**config.mk**
```make
export PLATFORM = sky130hd
export DESIGN_NAME = sh7604_stby_ctrl
export DESIGN_NICKNAME = d
export VERILOG_FILES = /design/src/rtl/sh7604_stby_ctrl_pkg.sv /design/src/rtl/sh7604_stby_settle.sv /design/src/rtl/sh7604_stby_ctrl.sv
export SDC_FILE = /design/constraint.sdc
export NUM_CORES = 1
export LEC_CHECK = 0
export ABC_AREA = 1
export CAP_MARGIN = 20
export CORE_ASPECT_RATIO = 0.7
export CORE_MARGIN = 2
export CORE_UTILIZATION = 30
export CTS_CLUSTER_DIAMETER = 30
export CTS_CLUSTER_SIZE = 16
export DETAILED_ROUTE_END_ITERATION = 8
export PLACE_DENSITY = 0.45
export SKIP_CTS_REPAIR_TIMING = 1
export SLEW_MARGIN = 40
export SYNTH_ARGS = -nofsm -noshare
export SYNTH_HDL_FRONTEND = slang
export SYNTH_HIERARCHICAL = 1
export SYNTH_SLANG_ARGS = --single-unit
```
**constraint.sdc**
```tcl
create_clock -name CLK -period 5.4 [get_ports CLK]
set_input_delay 0.54 -clock CLK [delete_from_list [all_inputs] [get_ports CLK]]
set_output_delay 0.54 -clock CLK [all_outputs]
set_load 0.01 [all_outputs]
```
**src/rtl/sh7604_stby_ctrl_pkg.sv**
```systemverilog
// rtl/sh7604_stby_ctrl_pkg.sv - shared types and settle-timer tap table for the standby sequencer
package sh7604_stby_ctrl_pkg;

    typedef enum logic [2:0] {
        ST_RUN    = 3'd0,
        ST_DRAIN  = 3'd1,
        ST_SLEEP  = 3'd2,
        ST_STBY   = 3'd3,
        ST_SETTLE = 3'd4
    } stby_state_t;

    localparam int PRESC_W = 13;

    // Highest prescaler bit index that must be set for a counter tick; divide = 2^(tap+1).
    function automatic logic [3:0] cks_tap(input logic [2:0] cks);
        logic [3:0] tap;
        case (cks)
            3'd0:    tap = 4'd0;
            3'd1:    tap = 4'd5;
            3'd2:    tap = 4'd6;
            3'd3:    tap = 4'd7;
            3'd4:    tap = 4'd8;
            3'd5:    tap = 4'd9;
            3'd6:    tap = 4'd11;
            default: tap = 4'd12;
        endcase
        return tap;
    endfunction

endpackage

```
**src/rtl/sh7604_stby_settle.sv**
```systemverilog
// rtl/sh7604_stby_settle.sv - oscillator settle timer: prescaler, 8-bit counter, CKS tap select
module sh7604_stby_settle
    import sh7604_stby_ctrl_pkg::*;
#(
    parameter logic [7:0] SETTLE_TOP = 8'hFF
) (
    input  logic       CLK,
    input  logic       RST,
    input  logic       CE_R,
    input  logic       EN,
    input  logic       CLR,
    input  logic [2:0] CKS,
    output logic       OVF
);

    logic [PRESC_W-1:0] presc_q, presc_d;
    logic [7:0]         cnt_q, cnt_d;
    logic [3:0]         tap_q, tap_d;
    logic [PRESC_W-1:0] tap_mask;
    logic               tap_hit;

    always_comb begin
        for (int i = 0; i < PRESC_W; i++) begin
            tap_mask[i] = (i <= int'(tap_q));
        end
    end

    // The counter advances once every 2^(tap+1) prescaler steps, when all low bits are set.
    assign tap_hit = ((presc_q & tap_mask) == tap_mask);
    assign OVF     = tap_hit && (cnt_q == SETTLE_TOP);

    always_comb begin
        presc_d = presc_q;
        cnt_d   = cnt_q;
        tap_d   = tap_q;
        if (CE_R) begin
            if (CLR) begin
                presc_d = '0;
                cnt_d   = '0;
                tap_d   = cks_tap(CKS);
            end else if (EN) begin
                presc_d = presc_q + PRESC_W'(1);
                if (tap_hit) begin
                    cnt_d = cnt_q + 8'd1;
                end
            end
        end
    end

    always_ff @(posedge CLK or posedge RST) begin
        if (RST) begin
            presc_q <= '0;
            cnt_q   <= '0;
            tap_q   <= '0;
        end else begin
            presc_q <= presc_d;
            cnt_q   <= cnt_d;
            tap_q   <= tap_d;
        end
    end

endmodule

```
**src/rtl/sh7604_stby_ctrl.sv**
```systemverilog
// rtl/sh7604_stby_ctrl.sv - SLEEP/STANDBY power-down sequencer with wake tracking and settle timing
module sh7604_stby_ctrl
    import sh7604_stby_ctrl_pkg::*;
#(
    parameter logic [7:0] SETTLE_TOP = 8'hFF
) (
    input  logic       CLK,
    input  logic       RST,
    input  logic       CE_R,
    input  logic       CE_F,
    input  logic       EN,
    input  logic       RES_N,
    input  logic       SBY,
    input  logic       SLEEP_REQ,
    input  logic       BUS_IDLE,
    input  logic       IRQ_PEND,
    input  logic       NMI,
    input  logic [2:0] WDT_CKS,
    output logic       SLEEP_ACK,
    output logic       CPU_STOP,
    output logic       CLK_STOP,
    output logic       PERIPH_RST,
    output logic       WAKE,
    output logic       STBY_ACT
);

    stby_state_t state_q, state_d, next_state;
    logic nmi_d_q, nmi_d_d;
    logic nmi_pend_q, nmi_pend_d;
    logic req_arm_q, req_arm_d;
    logic ack_q, ack_d;
    logic wake_q, wake_d;
    logic act_q, act_d;
    logic tick, soft_rst, nmi_edge, ack_set, wake_set;
    logic settle_clr, settle_ovf;

    assign tick     = CE_R && EN;
    assign soft_rst = CE_R && !RES_N;
    assign nmi_edge = nmi_d_q && !NMI;

    // Soft reset also wipes the settle timer so a later standby starts from zero.
    assign settle_clr = soft_rst || (tick && (state_q == ST_STBY) && nmi_pend_q);

    sh7604_stby_settle #(
        .SETTLE_TOP (SETTLE_TOP)
    ) u_settle (
        .CLK  (CLK),
        .RST  (RST),
        .CE_R (CE_R),
        .EN   (EN),
        .CLR  (settle_clr),
        .CKS  (WDT_CKS),
        .OVF  (settle_ovf)
    );

    always_comb begin
        next_state = state_q;
        ack_set    = 1'b0;
        wake_set   = 1'b0;
        case (state_q)
            ST_RUN: begin
                if (SLEEP_REQ && req_arm_q) next_state = ST_DRAIN;
            end
            ST_DRAIN: begin
                if (BUS_IDLE) begin
                    ack_set    = 1'b1;
                    next_state = SBY ? ST_STBY : ST_SLEEP;
                end
            end
            ST_SLEEP: begin
                if (IRQ_PEND || nmi_pend_q) begin
                    wake_set   = 1'b1;
                    next_state = ST_RUN;
                end
            end
            ST_STBY: begin
                if (nmi_pend_q) next_state = ST_SETTLE;
            end
            ST_SETTLE: begin
                if (settle_ovf) begin
                    wake_set   = 1'b1;
                    next_state = ST_RUN;
                end
            end
            default: next_state = ST_RUN;
        endcase
    end

    always_comb begin
        state_d    = state_q;
        nmi_d_d    = nmi_d_q;
        nmi_pend_d = nmi_pend_q;
        req_arm_d  = req_arm_q;
        ack_d      = ack_q;
        wake_d     = wake_q;
        act_d      = act_q;
        if (soft_rst) begin
            state_d    = ST_RUN;
            nmi_d_d    = 1'b0;
            nmi_pend_d = 1'b0;
            req_arm_d  = 1'b1;
            ack_d      = 1'b0;
            wake_d     = 1'b0;
            act_d      = 1'b0;
        end else begin
            if (CE_F && EN) act_d = (state_q != ST_RUN);
            if (tick) begin
                state_d    = next_state;
                ack_d      = ack_set;
                wake_d     = wake_set;
                nmi_d_d    = NMI;
                nmi_pend_d = (nmi_pend_q || nmi_edge) && (next_state != ST_RUN);
                // A held SLEEP_REQ must drop before it can start another drain.
                if (!SLEEP_REQ) begin
                    req_arm_d = 1'b1;
                end else if ((state_q == ST_RUN) && (next_state == ST_DRAIN)) begin
                    req_arm_d = 1'b0;
                end
            end
        end
    end

    always_ff @(posedge CLK or posedge RST) begin
        if (RST) begin
            state_q    <= ST_RUN;
            nmi_d_q    <= 1'b0;
            nmi_pend_q <= 1'b0;
            req_arm_q  <= 1'b1;
            ack_q      <= 1'b0;
            wake_q     <= 1'b0;
            act_q      <= 1'b0;
        end else begin
            state_q    <= state_d;
            nmi_d_q    <= nmi_d_d;
            nmi_pend_q <= nmi_pend_d;
            req_arm_q  <= req_arm_d;
            ack_q      <= ack_d;
            wake_q     <= wake_d;
            act_q      <= act_d;
        end
    end

    assign CPU_STOP   = (state_q != ST_RUN);
    assign CLK_STOP   = (state_q == ST_STBY) || (state_q == ST_SETTLE);
    assign PERIPH_RST = (state_q == ST_STBY);
    assign SLEEP_ACK  = ack_q;
    assign WAKE       = wake_q;
    assign STBY_ACT   = act_q;

endmodule

```
==> qor.csv, run 1 <==
stage,metric,value,unit
run_status,outcome,completed,
hold_path,hold crit path type,flip-flop to flip-flop,
die,initial cell density of the core,0.3098,
layout,P&R area growth vs syn,17.87,%
die,Rows,25,
route,drt via density,4.485,
pwr,peak supply drop,0.09906,mV
global_route,vias in the first global route,1650,
die,Core ar.,6756,um2
synth,number of synthesized flops with an enable pin,0,
clock_tree,CTS root buf,clkbuf_8,
route,routed len/inst,11.80,um
layout,"commonest cells after routing, fill and taps aside","78 x nand2_1, 33 x dfrtp_1, 33 x inv_1, 32 x nor2_1, 24 x nand3_1",
die,die area,7672,um2
placed_design,Placer Congestion,0.7441,
setup_path,FF-to-FF Start,state_q[0]$_DFFE_PP0P_,
sta,final-report hold violation count,0,
die,Die H,73.89,um
sta,skew final,0.004818,ns
setup_path,crit path DAT,3.07,ns
flow_run,max-cap violation count,0,
clock_tree,CTS max path bufs,2,
global_route,initial antenna violation count,0,
setup_path,FF-to-FF End,u_settle/presc_q[8]$_DFFE_PP0P_,
synth,Synth Register Bits,34,
sta,RSZ-0062 raised after global routing,false,
global_route,pin count of the biggest net entering global routing,26,
setup_path,crit-path leading delay family,simple AND/OR/NAND/NOR gates,
setup_path,CP Max Fanout,22,
sta,fin. max-slew vios,0,
global_route,aggregate global-route resource usage,0.1365,
sta,Period minus WS final,2.897,ns
setup_path,worst path cell trace,"clkdlybuf4s50_1, nand2_1, o21ai_2, nand2_2, nand2_2, nand3_1, nor2_1, nand2_1, o21ai_0, a21oi_1",
sta,Setup WS post-layout,2.503,ns
synth,register area share after synthesis,0.4071,
placed_design,DP Wirelength,3702,um
setup_path,Slowest cell on crit path,clkdlybuf4s50_1,
sta,f_max,0.3452,GHz
layout,layout cell share with drive strength beyond 1,0.1139,
global_route,GR Overflow Total,0,
setup_path,Worst setup SP type,input pin,
setup_path,kind of critical path,input pin to flip-flop,
die,Die W,103.8,um
route,Routed Antenna Nets,0,
global_route,global-route wire length before repair,8204,um
placed_design,Post-Place Worst Slack,2.165,ns
layout,fin nets,331,
layout,n_diodes,0,
hold_path,hold_sp,req_arm_q$_DFFE_PP1P_,
clock_tree,CTS Buf Count,5,
synth,"Top FF cell, synth",dfrtp_1,
sta,Slew headroom,0.6385,
clock_tree,Clock transition at path regs,0.07,ns
clock_tree,Clock Sinks,34,
route,drt drc,0,
synth,syn_area_per_cell,7.169,um2
synth,ys async rst share,1.000,
synth,yosys warns,6,
synth,cell area after synthesis,2093,um2
sta,final worst path period share,0.5365,
clock_tree,Worst-Skew Late Latency,0.28,ns
pwr,Lkg Pwr,1.181,nW
clock_tree,H-tree depth,2,
setup_path,buffer and inverter count on the worst path,1,
hold_path,Worst Hold End,req_arm_q$_DFFE_PP1P_,
synth,total nets after synthesis,308,
synth,Post-Syn Instances,292,
clock_tree,CTS tree,done,
hold_path,hold path cells,2,
die,# IOs,20,
setup_path,r2r worst-path depth,11,
layout,"most common cell after layout, fill and taps aside",nand2_1,
sta,worst slew pin tran,0.5421,ns
route,Total Wirelength,4837,um
pwr,PwrDens,250.8,nW/um2
synth,Yosys cell types,28,
placed_design,PortBufs,19,
sta,Total Negative Setup Slacks,0,ns
route,DRT iter0 DRCs,69,
route,via count,1839,
layout,final-layout fill cell count,744,
setup_path,Setup crit end kind,flip-flop,
route,DR pass1 iterations,4,
sta,final setup violation count,0,
setup_path,largest stage delay on the critical path,0.53,ns
setup_path,Crit path required time,5.57,ns
setup_path,R2R setup slack,2.65,ns
-- stage by stage --
stage	power [mW]	hold slack (ns)	cell area, um2	util	cells
finish	0.6188	0.4668	2467	0.3652	410
global route	0.6655	0.4893	2467	0.3652	410
CTS	0.6276	0.4701	2467	0.3652	410
detailed placement	0.4290	0.4589	2376	0.3517	402
global placement	0.4304	0.4584	2372	0.3511	402
floorplan	0.3896	0.3672	2093	-	292
-- layer usage --
layer / routed length (um) / vias up / GRT usage
met4: 27 / 0 / 0.03153
met5: 0 / - / 0
met2: 1820 / 33 / 0.1842
met1: 2745 / 826 / 0.2134
met3: 243 / 2 / 0.03372
li1: - / 978 / -
-- state kept, by name (all words and copies together) (netlist names) --
signal            cells
nmi_d_q               1
req_arm_q             1
state_q               3
nmi_pend_q            1
WAKE                  1
STBY_ACT              1
u_settle/cnt_q        8
SLEEP_ACK             1
u_settle/tap_q        4
u_settle/presc_q     13
-- worst reg2reg max path: cells and delay by family, from the launching register on --
family,cells,cell delay [ns]
compound gates,3,0.68
flops,1,0.47
simple gates,8,1.49
-- cells by family (layout without fill, tap and decap cells) --
kind of cell | after synthesis | after routing | synth area share
flops | 34 | 34 | 0.4071
xor+xnor | 8 | 8 | 0.03347
fa+ha+maj | 2 | 2 | 0.01195
simple gates | 167 | 167 | 0.3676
buf+inv | 42 | 66 | 0.08368
compound gates | 39 | 39 | 0.09623
-- power breakdown --
group | internal [mW] | switching [mW] | leakage (nW)
clock | 0.103 | 0.0933 | 0.0482
combinational | 0.0481 | 0.0693 | 0.678
sequential | 0.278 | 0.0271 | 0.455
-- cell usage after synthesis, types with 2 or more instances --
cell type	instances	area (um2)
xnor2_1	3	26.28
nand2_1	78	292.8
nand2_2	7	43.79
a21oi_1	15	75.07
o21ai_0	13	65.06
ha_1	2	25.02
inv_1	34	127.6
nor2_1	32	120.1
dfrtp_1	33	825.8
o22ai_1	2	12.51
inv_2	5	18.77
nand4_1	7	43.79
xor2_1	5	43.79
nand3_1	24	120.1
nor3_1	5	25.02
o21ai_1	8	40.04
nor2_2	7	43.79
nor2_4	2	22.52
-- final cells by class --
class | instances | area [um2] | area share
Multi-Input combinational cell | 216 | 1070 | 0.4336
Sequential cell | 34 | 852.1 | 0.3453
Timing Repair Buffer | 19 | 190.2 | 0.07708
Inverter | 39 | 146.4 | 0.05933
Tap cell | 94 | 117.6 | 0.04767
Clock buffer | 7 | 86.33 | 0.03499
Clock inverter | 1 | 5.005 | 0.002028
-- how the worst max path moves through the flow --
stage          cells after the start  slack, ns                              end              startpoint
2_1_floorplan                     11       3.56  u_settle/presc_q[7]$_DFFE_PP0P_  state_q[0]$_DFFE_PP0P_
3_3_place_gp                      10       1.82  u_settle/presc_q[7]$_DFFE_PP0P_                    CE_R
3_5_place_dp                      10       2.16  u_settle/presc_q[7]$_DFFE_PP0P_                    CE_R
4_1_cts                           10       2.46  u_settle/presc_q[8]$_DFFE_PP0P_                    CE_R
5_1_grt                           10       2.20  u_settle/presc_q[8]$_DFFE_PP0P_                      EN
6_report                          10       2.50  u_settle/presc_q[8]$_DFFE_PP0P_                    CE_R
No activity file was read; power rests on OpenSTA's default activity.
==> run 2, diff against run 1 <==
==> constraint.sdc (replaced) <==
create_clock -name CLK -period 2.83 [get_ports CLK]
set_input_delay 0.283 -clock CLK [delete_from_list [all_inputs] [get_ports CLK]]
set_output_delay 0.283 -clock CLK [all_outputs]
set_load 0.01 [all_outputs]
==> run 2 against run 1 <==
Clock skew barely moved. First-iteration DRC count grew 61%. Die area stayed put. Cell count grew 0.73%. Clock-buffer cell count unchanged. Critical path type is now flip-flop to flip-flop.
==> qor.csv, run 2 (same netlist as run 1, synthesis figures left out) <==
stage,metric,value,unit
flow_run,max-cap violation count,0,
global_route,busiest grt layer,met1,
route,DRT iter0 DRCs,111,
setup_path,FF-to-FF End,u_settle/presc_q[8]$_DFFE_PP0P_,
global_route,global-route wire length before repair,8576,um
clock_tree,H-tree depth,2,
global_route,initial antenna violation count,0,
pwr,Lkg Pwr,1.195,nW
placed_design,Placer Congestion,0.8439,
layout,layout cell share with drive strength beyond 1,0.1160,
hold_path,hold crit path type,input pin to async pin,
setup_path,Crit path required time,3.00,ns
sta,fin. max-slew vios,0,
clock_tree,Clock Sinks,34,
layout,"most common cell after layout, fill and taps aside",nand2_1,
global_route,met1 GRT Util,0.2194,
placed_design,PortBufs,19,
die,# IOs,20,
layout,Top reg by flops,u_settle/presc_q,
sta,worst slew pin tran,0.3713,ns
sta,Total Negative Setup Slacks,0,ns
global_route,GR Overflow Total,0,
sta,final setup violation count,0,
setup_path,Slowest cell on crit path,dfrtp_1,
setup_path,crit path DAT,2.28,ns
setup_path,buffer and inverter count on the worst path,0,
setup_path,kind of critical path,flip-flop to flip-flop,
sta,skew final,0.005037,ns
clock_tree,CTS root buf,clkbuf_8,
clock_tree,CTS max path bufs,2,
layout,"commonest cells after routing, fill and taps aside","78 x nand2_1, 34 x inv_1, 33 x dfrtp_1, 32 x nor2_1, 24 x nand3_1",
route,drt via density,4.542,
clock_tree,CTS tree,done,
route,DR pass1 iterations,6,
pwr,PwrDens,481.3,nW/um2
setup_path,Levels on crit path,11,
layout,max reg flops,13,
route,Routed Antenna Nets,0,
pwr,sw power,375.4,uW
setup_path,worst path cell trace,"nand2_2, nor2_4, nand2_1, o21ai_1, nand2_2, nand2_2, nand3_1, nor2_1, nand2_1, o21ai_0, a21oi_1",
setup_path,r2r worst-path depth,11,
clock_tree,CTS Buf Count,5,
die,Die H,73.89,um
die,Core ar.,6756,um2
layout,P&R area growth vs syn,18.77,%
setup_path,CP Max Fanout,10,
sta,f_max,0.4751,GHz
clock_tree,Worst-Skew Late Latency,0.29,ns
global_route,met2 Track Usage GR,0.1944,
clock_tree,Clock transition at path regs,0.07,ns
route,Total Wirelength,4936,um
layout,final-layout fill cell count,746,
pwr,Design Power,1.197,mW
sta,Fin Hold WS,0.3044,ns
setup_path,Setup crit end kind,flip-flop,
die,Rows,25,
layout,n_diodes,0,
placed_design,DP Wirelength,3693,um
pwr,Int Power,821.1,uW
sta,Period minus WS final,2.105,ns
pwr,peak supply drop,0.1589,mV
sta,Slew headroom,0.7522,
setup_path,Crit path top cell by count,nand2_2,
route,routed len/inst,11.95,um
die,die area,7672,um2
pwr,Sw Share,0.3138,
global_route,GRT met3 Usage,0.02928,
setup_path,FF-to-FF Start,state_q[0]$_DFFE_PP0P_,
global_route,aggregate global-route resource usage,0.1415,
layout,fin nets,334,
layout,Regs by FF count,"u_settle/presc_q x13, u_settle/cnt_q x8, u_settle/tap_q x4",
setup_path,largest stage delay on the critical path,0.47,ns
pwr,sequential share of power,0.488,
global_route,pin count of the biggest net entering global routing,26,
global_route,vias in the first global route,1770,
route,via count,1876,
sta,final worst path period share,0.7437,
pwr,combinational share of power,0.192,
sta,final-report hold violation count,0,
pwr,Clock power frac,0.320,
die,Die W,103.8,um
run_status,outcome,completed,
die,initial cell density of the core,0.3098,
route,drt drc,0,
sta,RSZ-0062 raised after global routing,false,
setup_path,Worst setup SP type,flip-flop,
setup_path,crit-path leading delay family,simple AND/OR/NAND/NOR gates,
setup_path,R2R setup slack,0.73,ns
==> run 2: changes by cell type in the layout (fill, tap and decap cells not counted) <==
| cell | previous run | this run |
|---|---|---|
| o21ai_2 | 2 | 1 |
| buf_4 | 0 | 3 |
| inv_1 | 33 | 34 |
| inv_2 | 6 | 5 |
| o21ai_1 | 7 | 8 |
==> run 2: worst max-delay path by stage <==
stage / start / to / slack, ns
after global routing: state_q[0]$_DFFE_PP0P_ / u_settle/presc_q[8]$_DFFE_PP0P_ / 0.44
after detailed placement: CE_R / u_settle/presc_q[10]$_DFFE_PP0P_ / 0.58
after global placement: CE_R / u_settle/presc_q[10]$_DFFE_PP0P_ / 0.64
after floorplan: state_q[0]$_DFFE_PP0P_ / u_settle/presc_q[7]$_DFFE_PP0P_ / 0.99
after CTS: state_q[0]$_DFFE_PP0P_ / u_settle/presc_q[8]$_DFFE_PP0P_ / 0.74
final: state_q[0]$_DFFE_PP0P_ / u_settle/presc_q[8]$_DFFE_PP0P_ / 0.73
==> run 2: per-stage QoR <==
step | setup slack [ns] | area [um2] | instances | util
2_1_floorplan | 0.9945 | 2093 | 292 | -
3_3_place_gp | 0.6370 | 2395 | 405 | 0.3544
3_5_place_dp | 0.5800 | 2395 | 405 | 0.3544
4_1_cts | 0.7368 | 2486 | 413 | 0.3680
5_1_grt | 0.4364 | 2486 | 413 | 0.3680
6_report | 0.7253 | 2486 | 413 | 0.3680
==> run 2: layer usage <==
layer / share of wire / wire length (um)
met5: 0 / 0
met4: 0.0087 / 43
met3: 0.042 / 208
met2: 0.38 / 1874
met1: 0.57 / 2810
==> run 2: layout make-up <==
cell class	instances	area [um2]	area share
Clock buffer	7	86.33	0.03473
Inverter	39	146.4	0.05888
Sequential cell	34	852.1	0.3427
Multi-Input combinational cell	216	1066	0.4288
Timing Repair Buffer	22	212.7	0.08556
Clock inverter	1	5.005	0.002013
Tap cell	94	117.6	0.04731
==> run 2: power groups by stage <==
stage	Combinational (mW)	Sequential, mW	Clock, mW
6_report	0.229	0.584	0.383
5_1_grt	0.268	0.592	0.422
4_1_cts	0.232	0.583	0.396
3_5_place_dp	0.231	0.592	0
3_3_place_gp	0.231	0.595	0
2_1_floorplan	0.165	0.578	0
==> run 3, diff against run 2 <==
--- a/config.mk
+++ b/config.mk
@@ -13,7 +13,7 @@
 export CTS_CLUSTER_DIAMETER = 30
 export CTS_CLUSTER_SIZE = 16
 export DETAILED_ROUTE_END_ITERATION = 8
-export PLACE_DENSITY = 0.45
+export PLACE_DENSITY = 0.47
 export SKIP_CTS_REPAIR_TIMING = 1
 export SLEW_MARGIN = 40
 export SYNTH_ARGS = -nofsm -noshare
==> constraint.sdc (replaced) <==
create_clock -name CLK -period 1.7 [get_ports CLK]
set_input_delay 0.17 -clock CLK [delete_from_list [all_inputs] [get_ports CLK]]
set_output_delay 0.17 -clock CLK [all_outputs]
set_load 0.01 [all_outputs]
==> run 3 against run 2 <==
The flow now finishes with violations (negative setup slack). Clock-buffer cell count unchanged. Global-route usage increased by 0.66 points. Combinational power increased by 140%. First-iteration DRC count decreased by 3.6%. Non-clock buffer count increased by 42. Flip-flop and latch count unchanged. Register-to-register slack got worse by 0.80 ns. Die area unchanged. Critical path depth increased by 4. Worst setup slack got worse by 0.80 ns. Highest routed layer unchanged.
==> qor.csv, run 3 (same netlist as run 1, synthesis figures left out) <==
stage,metric,value,unit
layout,fin util,0.4357,
sta,fin. max-slew vios,0,
sta,final worst path period share,1.047,
route,DR pass1 iterations,4,
setup_path,R2R setup slack,-0.08,ns
layout,post-route design area,2944,um2
die,Rows,25,
die,initial cell density of the core,0.3098,
layout,final-layout fill cell count,709,
global_route,global-route wire length before repair,9004,um
pwr,Sw Share,0.2971,
die,Die W,103.8,um
clock_tree,Clock Sinks,34,
pwr,PwrDens,761.6,nW/um2
setup_path,Worst setup SP type,flip-flop,
clock_tree,Worst-Skew Late Latency,0.28,ns
route,Routed Antenna Nets,0,
layout,max reg flops,13,
setup_path,CP Max Fanout,6,
layout,"most common cell after layout, fill and taps aside",nand2_1,
layout,n_diodes,0,
route,drt drc,0,
layout,layout cell share with drive strength beyond 1,0.2735,
die,Die H,73.89,um
sta,worst slew pin tran,0.3844,ns
placed_design,post-placement cell area,2716,um2
global_route,vias in the first global route,1887,
clock_tree,CTS tree,done,
placed_design,PortBufs,19,
global_route,met2 Track Usage GR,0.2076,
pwr,sw power,666.1,uW
pwr,combinational share of power,0.240,
placed_design,Post-Place Worst Slack,-0.1215,ns
sta,final setup violation count,2,
die,die area,7672,um2
sta,skew final,0.01200,ns
global_route,GR Overflow Total,0,
pwr,Lkg Pwr,1.511,nW
sta,f_max,0.5619,GHz
clock_tree,Clock transition at path regs,0.08,ns
sta,RSZ-0062 raised after global routing,true,
layout,area of the multi-input gates,1180,um2
route,drt via density,4.498,
clock_tree,CTS root buf,clkbuf_8,
route,DRT iter0 DRCs,107,
layout,Top reg by flops,u_settle/presc_q,
placed_design,DP Wirelength,4115,um
global_route,aggregate global-route resource usage,0.1481,
route,Total Wirelength,5585,um
clock_tree,CTS Buf Count,5,
setup_path,Setup crit end kind,flip-flop,
global_route,met1 GRT Util,0.2318,
pwr,Int Power,1.576,mW
sta,Period minus WS final,1.780,ns
hold_path,hold crit path type,input pin to async pin,
sta,final-report hold violation count,0,
flow_run,max-cap violation count,0,
pwr,peak supply drop,0.3511,mV
route,routed len/inst,12.25,um
run_status,failing checks,negative setup slack,
placed_design,DP Cell Count,443,
layout,P&R area growth vs syn,40.65,%
layout,Regs by FF count,"u_settle/presc_q x13, u_settle/cnt_q x8, u_settle/tap_q x4",
pwr,Clock power frac,0.332,
die,Core ar.,6756,um2
route,via count,2051,
global_route,busiest grt layer,met1,
die,# IOs,20,
setup_path,kind of critical path,flip-flop to flip-flop,
global_route,pin count of the biggest net entering global routing,26,
layout,"commonest cells after routing, fill and taps aside","72 x nand2_1, 44 x buf_4, 32 x inv_1, 31 x dfrtp_1, 29 x nor2_1",
layout,Post-Layout Cell Count,456,
clock_tree,CTS max path bufs,2,
layout,register area,854.6,um2
pwr,sequential share of power,0.428,
placed_design,Placer Congestion,0.7649,
clock_tree,H-tree depth,2,
setup_path,crit path DAT,1.96,ns
sta,Slew headroom,0.7434,
global_route,initial antenna violation count,0,
run_status,outcome,"complete, but fails checks",
layout,fin nets,377,
global_route,GRT met3 Usage,0.03106,
sta,Setup WS post-layout,-0.07952,ns
setup_path,Crit path required time,1.88,ns
## run 3: cell count changes in the layout (fill, tap and decap cells not counted), sizes merged
cell           before  now
buf                 3   45
bufinv              0    1
clkdlybuf4s50      19   16
nand4               8    9
clkinv              1    0
dlymetal6s2s        0    3
## run 3: power by group through the flow
stage                     clock, mW  combinational, mW  sequential, mW
after CTS                     0.771              0.517           0.953
after global placement            0              0.512           0.969
final                         0.744              0.539           0.959
after global routing          0.796              0.605           0.970
after floorplan                   0              0.279           0.964
after detailed placement          0              0.513           0.968
## run 3: area by class of cell
cell class                 count  area share
timing repair buffer          64      0.1832
sequential                    34      0.2903
clock inverter                 1     0.01020
tap                           94     0.03995
multi-input combinational    217      0.4008
clock buffer                   7     0.02592
inverter                      39     0.04972
## run 3: per-stage QoR
step | power, mW | hold WS (ns) | setup TNS [ns]
2_1_floorplan | 1.243 | -0.002798 | -0.1731
3_3_place_gp | 1.482 | 0.4530 | -0.7467
3_5_place_dp | 1.481 | 0.4620 | -0.6205
4_1_cts | 2.241 | 0.2080 | -0.5393
5_1_grt | 2.371 | 0.2537 | -0.6629
6_report | 2.242 | 0.1855 | -0.1278
## run 3: path summary, 6_finish.rpt
| path | cells past startpoint | from | end |
|---|---|---|---|
| min reg2reg | 2 | req_arm_q$_DFFE_PP1P_ | req_arm_q$_DFFE_PP1P_ |
| min in group CLK | 3 | NMI | nmi_d_q$_DFFE_PP0P_ |
| max reg2reg | 15 | u_settle/tap_q[3]$_DFFE_PP0P_ | nmi_pend_q$_DFFE_PP0P_ |
| max in group asynchronous | 3 | RST | u_settle/presc_q[11]$_DFFE_PP0P_ |
| min | 2 | RST | STBY_ACT$_DFFE_PP0P_ |
| max | 15 | u_settle/tap_q[3]$_DFFE_PP0P_ | nmi_pend_q$_DFFE_PP0P_ |
## run 3: metal layers
layer / up-vias / part of all wire
li1: 1078 / -
met1: 923 / 0.57
met2: 48 / 0.38
met3: 2 / 0.049
met4: 0 / 0.0048
met5: - / 0
## run 3: worst max-delay path, stage by stage, from the launching register on
cell and delay, ns:
dfrtp_2 0.46, nor2_4 0.18, nor2_1 0.07, nand2_1 0.06
nand2_1 0.06, nor2_2 0.12, and2_4 0.15, nand2_2 0.04
nor2_2 0.10, inv_2 0.05, nand3_2 0.07, nand2_2 0.06
nor2_1 0.11, nand2_1 0.06, nand2_1 0.05, nand2_1 0.04
